**config.mk**
```make
export PLATFORM = sky130hd
export DESIGN_NAME = regfile_wb_arbiter
export DESIGN_NICKNAME = d
export VERILOG_FILES = /design/src/rtl/regfile_wb_arbiter.sv
export SDC_FILE = /design/constraint.sdc
export NUM_CORES = 1
export LEC_CHECK = 0
export CORE_MARGIN = 4
export CORE_UTILIZATION = 47
export DETAILED_ROUTE_END_ITERATION = 7
export PLACE_DENSITY_LB_ADDON = 0.25
export RECOVER_POWER = 100
export SLEW_MARGIN = 20
export SYNTH_ARGS = -nofsm -noshare
export SYNTH_HDL_FRONTEND = slang
export SYNTH_SLANG_ARGS = --single-unit
```
**constraint.sdc**
```tcl
create_clock -name clk -period 2.7 [get_ports clk]
set_input_delay 0.405 -clock clk [delete_from_list [all_inputs] [get_ports clk]]
set_output_delay 0.405 -clock clk [all_outputs]
set_load 0.05 [all_outputs]
```
**src/rtl/regfile_wb_arbiter.sv**
```systemverilog
`default_nettype none
// ============================================================================
// Module   : regfile_wb_arbiter
// Purpose  : Shares the single reg_file write port between an ALU write-back
//            requester (0) and a long-latency load/mul-div requester (1).
//            Keeps a busy scoreboard of long-latency destinations and flags
//            decode-stage RAW hazards until the pending result is written.
// Ports    : clk, rst_n          - clock, async active-low reset
//            wb0_* / wb1_*       - valid/ready write-back requesters
//            issue_valid/idx     - long-latency issue, marks destination busy
//            issue_err           - 1-cycle pulse: issue to a busy register
//            rs_idx/rt_idx       - decode source indices; hazard output
//            RegWrite/write_idx/write_data - registered reg_file write port
//            busy_vec            - scoreboard contents (debug)
// Revision : 1.0 - initial release
// ============================================================================
module regfile_wb_arbiter #(
    parameter int NREG = 32,
    parameter int DW   = 32
) (
    input  logic            clk,
    input  logic            rst_n,
    input  logic            wb0_valid,
    input  logic [4:0]      wb0_idx,
    input  logic [DW-1:0]   wb0_data,
    output logic            wb0_ready,
    input  logic            wb1_valid,
    input  logic [4:0]      wb1_idx,
    input  logic [DW-1:0]   wb1_data,
    output logic            wb1_ready,
    input  logic            issue_valid,
    input  logic [4:0]      issue_idx,
    output logic            issue_err,
    input  logic [4:0]      rs_idx,
    input  logic [4:0]      rt_idx,
    output logic            hazard,
    output logic            RegWrite,
    output logic [4:0]      write_idx,
    output logic [DW-1:0]   write_data,
    output logic [NREG-1:0] busy_vec
);

    // ------------------------------------------------------------------------
    // State
    // ------------------------------------------------------------------------
    logic            rr_q,        rr_d;
    logic            src_q,       src_d;
    logic            regwrite_q,  regwrite_d;
    logic [4:0]      widx_q,      widx_d;
    logic [DW-1:0]   wdata_q,     wdata_d;
    logic [NREG-1:0] busy_q,      busy_d;
    logic            ierr_q,      ierr_d;

    // ------------------------------------------------------------------------
    // Arbitration: ready depends only on the valids and the rr pointer
    // ------------------------------------------------------------------------
    logic            w_grant0;
    logic            w_grant1;
    logic            w_contend;
    logic [4:0]      w_sel_idx;
    logic [DW-1:0]   w_sel_data;

    always_comb begin
        w_contend  = wb0_valid && wb1_valid;
        w_grant0   = wb0_valid && (!wb1_valid || !rr_q);
        w_grant1   = wb1_valid && (!wb0_valid ||  rr_q);
        w_sel_idx  = w_grant1 ? wb1_idx  : wb0_idx;
        w_sel_data = w_grant1 ? wb1_data : wb0_data;
    end

    assign wb0_ready = w_grant0;
    assign wb1_ready = w_grant1;

    // ------------------------------------------------------------------------
    // Write port next state
    // ------------------------------------------------------------------------
    always_comb begin
        rr_d       = rr_q;
        src_d      = src_q;
        regwrite_d = 1'b0;
        widx_d     = widx_q;
        wdata_d    = wdata_q;
        // The pointer only moves when both requesters competed.
        if (w_contend) begin
            rr_d = ~rr_q;
        end
        if (w_grant0 || w_grant1) begin
            // Index 0 is accepted but never written.
            regwrite_d = (w_sel_idx != 5'd0);
            widx_d     = w_sel_idx;
            wdata_d    = w_sel_data;
            src_d      = w_grant1;
        end
    end

    // ------------------------------------------------------------------------
    // Scoreboard next state
    // ------------------------------------------------------------------------
    logic [NREG-1:0] w_set_vec;
    logic [NREG-1:0] w_clr_vec;

    always_comb begin
        w_set_vec = '0;
        w_clr_vec = '0;
        // Bit 0 is never set, so busy[0] stays constant 0.
        for (int i = 1; i < NREG; i++) begin
            if (issue_valid && (issue_idx == 5'(i))) begin
                w_set_vec[i] = 1'b1;
            end
            // The clear lands on the same edge reg_file commits the data, so
            // the hazard drops exactly when the value becomes readable.
            if (regwrite_q && src_q && (widx_q == 5'(i))) begin
                w_clr_vec[i] = 1'b1;
            end
        end
        // Set is applied after clear so a coincident re-issue keeps the bit.
        busy_d = (busy_q & ~w_clr_vec) | w_set_vec;
        // A register whose pending result retires on this edge is free, so a
        // coincident re-issue is legitimate and not reported.
        ierr_d = issue_valid && (issue_idx != 5'd0) &&
                 busy_q[issue_idx] && !w_clr_vec[issue_idx];
    end

    // ------------------------------------------------------------------------
    // Registers
    // ------------------------------------------------------------------------
    always_ff @(posedge clk or negedge rst_n) begin
        if (!rst_n) begin
            rr_q       <= 1'b0;
            src_q      <= 1'b0;
            regwrite_q <= 1'b0;
            widx_q     <= 5'd0;
            wdata_q    <= '0;
            busy_q     <= '0;
            ierr_q     <= 1'b0;
        end else begin
            rr_q       <= rr_d;
            src_q      <= src_d;
            regwrite_q <= regwrite_d;
            widx_q     <= widx_d;
            wdata_q    <= wdata_d;
            busy_q     <= busy_d;
            ierr_q     <= ierr_d;
        end
    end

    // ------------------------------------------------------------------------
    // Outputs
    // ------------------------------------------------------------------------
    assign RegWrite   = regwrite_q;
    assign write_idx  = widx_q;
    assign write_data = wdata_q;
    assign busy_vec   = busy_q;
    assign issue_err  = ierr_q;
    assign hazard     = ((rs_idx != 5'd0) && busy_q[rs_idx]) ||
                        ((rt_idx != 5'd0) && busy_q[rt_idx]);

endmodule
`default_nettype wire

```
==> summary.txt <==
Final layout
  – Antenna Cells: 0
  – Non-Filler Instances: 701
  – Leading cell type in the layout, fill and taps excluded: clkdlybuf4s50_1
  – Most frequent cells in the layout: clkdlybuf4s50_1 (88), nor2_1 (82), dlygate4sd3_1 (73), dfrtp_1 (72), o21ai_0 (61)
  – Layout cells sized above 1: 7.89%
  – # nets final: 686
  – Filler cells: 623
  – Area Growth Syn to Fin: 47.4%
  – Final Cell Area: 5910 µm²

Power and ir drop
  – Pint: 0.00274 W
  – Power share of the clock group: 13.1%
  – Sw Share: 50.3%
  – Tot Pwr: 0.00552 W
  – Seq pwr share: 33.7%
  – VDD IR max: 0.539 mV
  – Switching power: 0.00278 W
  – Lkg Pwr: 2.24 nW
  – Logic pwr share: 53.1%
  – Pwr per Cell Area: 933 nW/µm²

Worst setup path
  – Crit start category: input port
  – Crit-path cells: clkdlybuf4s50_1, mux4_2, o2111a_1, a41oi_1, nand4_1, buf_4
  – Worst R2R End: write_data[6]
  – CP Class: in -> out
  – Max incr delay on CP: 0.69 ns
  – Critical R2R Launch: rr_q
  – CP max stage cell: clkdlybuf4s50_1
  – Crit. End Element: primary output
  – Flop-to-flop setup slack: 0.77 ns
  – Crit-path max FO: 10
  – Critical Path RT: 2.30 ns
  – Arr. time, crit path: 2.20 ns
  – Worst r2r path cells: 5

Hold path
  – Hold Crit Start: write_data[18]
  – Worst hold endpoint: write_data[18]
  – Hold path cells: 2
  – Worst Hold Class: reg -> reg

Logic synthesis
  – Mapped cell area: 4010 µm²
  – Top FF cell, synth: dfrtp_1
  – Cells after Synth: 429
  – #FFs+latches synth: 72
  – Post-synthesis mux area share: 13.3%
  – XOR/XNOR Fraction of Synth Area: 1.09%
  – Avg Synthesized Cell Area: 9.35 µm²
  – Number of flops mapped to enable cells by yosys: 0
  – Yosys cell types: 46
  – Simple logic cell fraction of the synthesized area: 17.4%
  – Ys async rst share: 100%
  – Largest family of logic cells by synthesized area: compound AO/OA/AOI/OAI gates
  – Sequential fraction of the synthesis area: 44.9%
  – Synth Area in Compound Gates: 18.6%
  – Adder-cell share of the synthesized area: 0%
  – Syn. warnings: 0
  – Syn Nets: 523

STA
  – Fmax: 0.383 GHz
  – Final WS setup: 0.0909 ns
  – Fin. max-slew vios: 33
  – # setup viols final: 0
  – Clk_skew: 0.00804 ns
  – Setup tns final: 0 ns
  – Min Tclk post-route: 2.61 ns
  – Period utilization: 96.6%
  – Slew HR: -22.3%
  – Worst Tran Pin Value: 1.83 ns
  – Hold Vio Cnt, Final: 0

Route
  – Drt total wl: 13.7 mm
  – Routed vias/inst: 6.03
  – Routed vias: 4227
  – Final ANT Viol Nets: 0
  – Residual DRC: 0
  – Pre-antenna DRT Iters: 7
  – Starting DRT DRC Count: 424
  – DR WL/cell: 19.6 µm

Floorplan
  – Die Y-Extent: 100 µm
  – FP Rows: 33
  – Core area: 8260 µm²
  – Initial Utilization: 48.6%
  – Die area: 10100 µm²
  – Num ports: 168
  – Die Width: 100 µm

Clock network
  – CTS sink count: 72
  – Clock slew at reported path FFs: 0.07 ns
  – TritonCTS clock tree: built
  – Total clock buffers created by CTS: 9
  – Clock Tree Root: clkbuf_8
  – H-tree Lvls: 3
  – CTS Buffer Depth: 2
  – Worst-skew pair later-pin latency: 0.35 ns
  – Setup Fix Bufs, Post-CTS: 0

Placement
  – Port bufs: 166
  – Routability Congestion: 0.994
  – DP HPWL: 10.3 mm
  – Dpl cells: 686
  – DP Worst Slack: -0.0210 ns
  – Post-DP Area: 5770 µm²

Job
  – Total of max-cap violations: 1

Global routing
  – Initial antenna violation count: 0
  – Tot GR Track Use: 27.5%
  – Vias in the first global route: 4243
  – Largest net degree at the start of global routing: 41
  – Grt total ovfl: 0
  – First-pass GRT wire length: 21.7 mm

Run status
  – Failing checks: capacitance limit, slew limit
  – Status: complete, but fails checks
==> cell families (layout without fill, tap and decap cells) <==
| kind of cell | after synthesis | after routing |
|---|---|---|
| AND/OR/NAND/NOR | 157 | 157 |
| AO/OA/AOI/OAI | 124 | 124 |
| flip-flops | 72 | 72 |
| buffers and inverters | 41 | 208 |
| multiplexers | 29 | 29 |
| XOR/XNOR | 5 | 5 |
| other | 1 | 1 |
==> Yosys cell counts, types with 2 or more instances <==
| library cell | n | area, µm² |
|---|---|---|
| a2111oi_0 | 3 | 26.3 |
| a21oi_1 | 3 | 15.0 |
| a311oi_1 | 2 | 17.5 |
| a31oi_1 | 5 | 31.3 |
| a41oi_1 | 2 | 17.5 |
| buf_2 | 3 | 15.0 |
| buf_4 | 2 | 15.0 |
| clkbuf_1 | 20 | 75.1 |
| dfrtp_1 | 72 | 1800 |
| inv_1 | 14 | 52.6 |
| mux2_2 | 5 | 56.3 |
| mux2i_1 | 7 | 70.1 |
| mux4_1 | 7 | 184 |
| mux4_2 | 10 | 225 |
| nand2_1 | 33 | 124 |
| nand2b_1 | 7 | 43.8 |
| nand3_1 | 11 | 55.1 |
| nand3b_1 | 2 | 15.0 |
| nand4_1 | 3 | 18.8 |
| nor2_1 | 82 | 308 |
| nor2b_1 | 5 | 31.3 |
| nor3_1 | 2 | 10.0 |
| nor4_1 | 2 | 12.5 |
| o21ai_0 | 61 | 305 |
| o22ai_1 | 36 | 225 |
| o311ai_0 | 4 | 35.0 |
| or2_2 | 3 | 18.8 |
| or4_1 | 2 | 15.0 |
| xnor2_1 | 4 | 35.0 |
==> worst max-delay path by stage <==
stage / startpoint / endpoint / slack (ns) / depth (start not counted)
2_1_floorplan: rs_idx[1] / hazard / 0.31 / 5
3_3_place_gp: rt_idx[0] / hazard / 0.03 / 6
3_5_place_dp: rt_idx[0] / hazard / -0.02 / 6
4_1_cts: rt_idx[0] / hazard / 0.02 / 7
5_1_grt: rt_idx[2] / hazard / -0.005 / 7
6_report: rt_idx[1] / hazard / 0.09 / 6
==> flip-flops by register name, indices dropped and copies added, names as in the netlist <==
name        cells
RegWrite        1
rr_q            1
src_q           1
issue_err       1
write_data     32
busy_vec       31
write_idx       5
==> per-layer routing <==
| metal | global-route usage (%) | vias to the layer above | wire length (µm) |
|---|---|---|---|
| met4 | 10.6 | 0 | 405 |
| met3 | 10.4 | 45 | 1550 |
| met5 | 0 | - | 0 |
| li1 | - | 1893 | - |
| met2 | 46.5 | 263 | 6880 |
| met1 | 31.7 | 2026 | 4880 |
==> metrics by stage <==
step | utilization (%) | hold WS [ns]
floorplan | - | 0.109
global placement | 69.9 | 0.477
detailed placement | 69.9 | 0.492
CTS | 71.8 | 0.129
global route | 71.6 | 0.548
finish | 71.6 | 0.514
==> power groups by stage <==
stage | Combinational, W | Clock [W] | Sequential (W)
floorplan | 0.000848 | 0 | 0.00283
global placement | 0.00300 | 0 | 0.00186
detailed placement | 0.00304 | 0 | 0.00187
CTS | 0.00305 | 0.000740 | 0.00186
global route | 0.00307 | 0.000788 | 0.00191
finish | 0.00293 | 0.000725 | 0.00186
==> area by class of cell <==
type                    count  area [µm²]  share of cell area [%]
multi-input cells         316        2030                    34.3
flip-flops and latches     72        1800                    30.5
repair buffers            179        1740                    29.4
well taps                 105         131                    2.22
clock buffers               9         124                    2.09
inverters                  14        52.6                   0.889
clock inverters             6        37.5                   0.635
==> worst max-delay path: cells and delay by family <==
family,cells,cell delay (ns)
compound gates,2,0.41
buf+inv,2,0.90
mux,1,0.37
simple gates,1,0.10
==> timing repair <==
item | 4_1_cts | 5_1_grt
pin swaps | 0 | 0
hold endpoints to repair | 0 | 0
gates resized for setup | 1 | 4
endpoints found under the setup margin | 1 | 1
hold buffers | 0 | 0
Note: power is estimated with default switching activity, not from simulation.
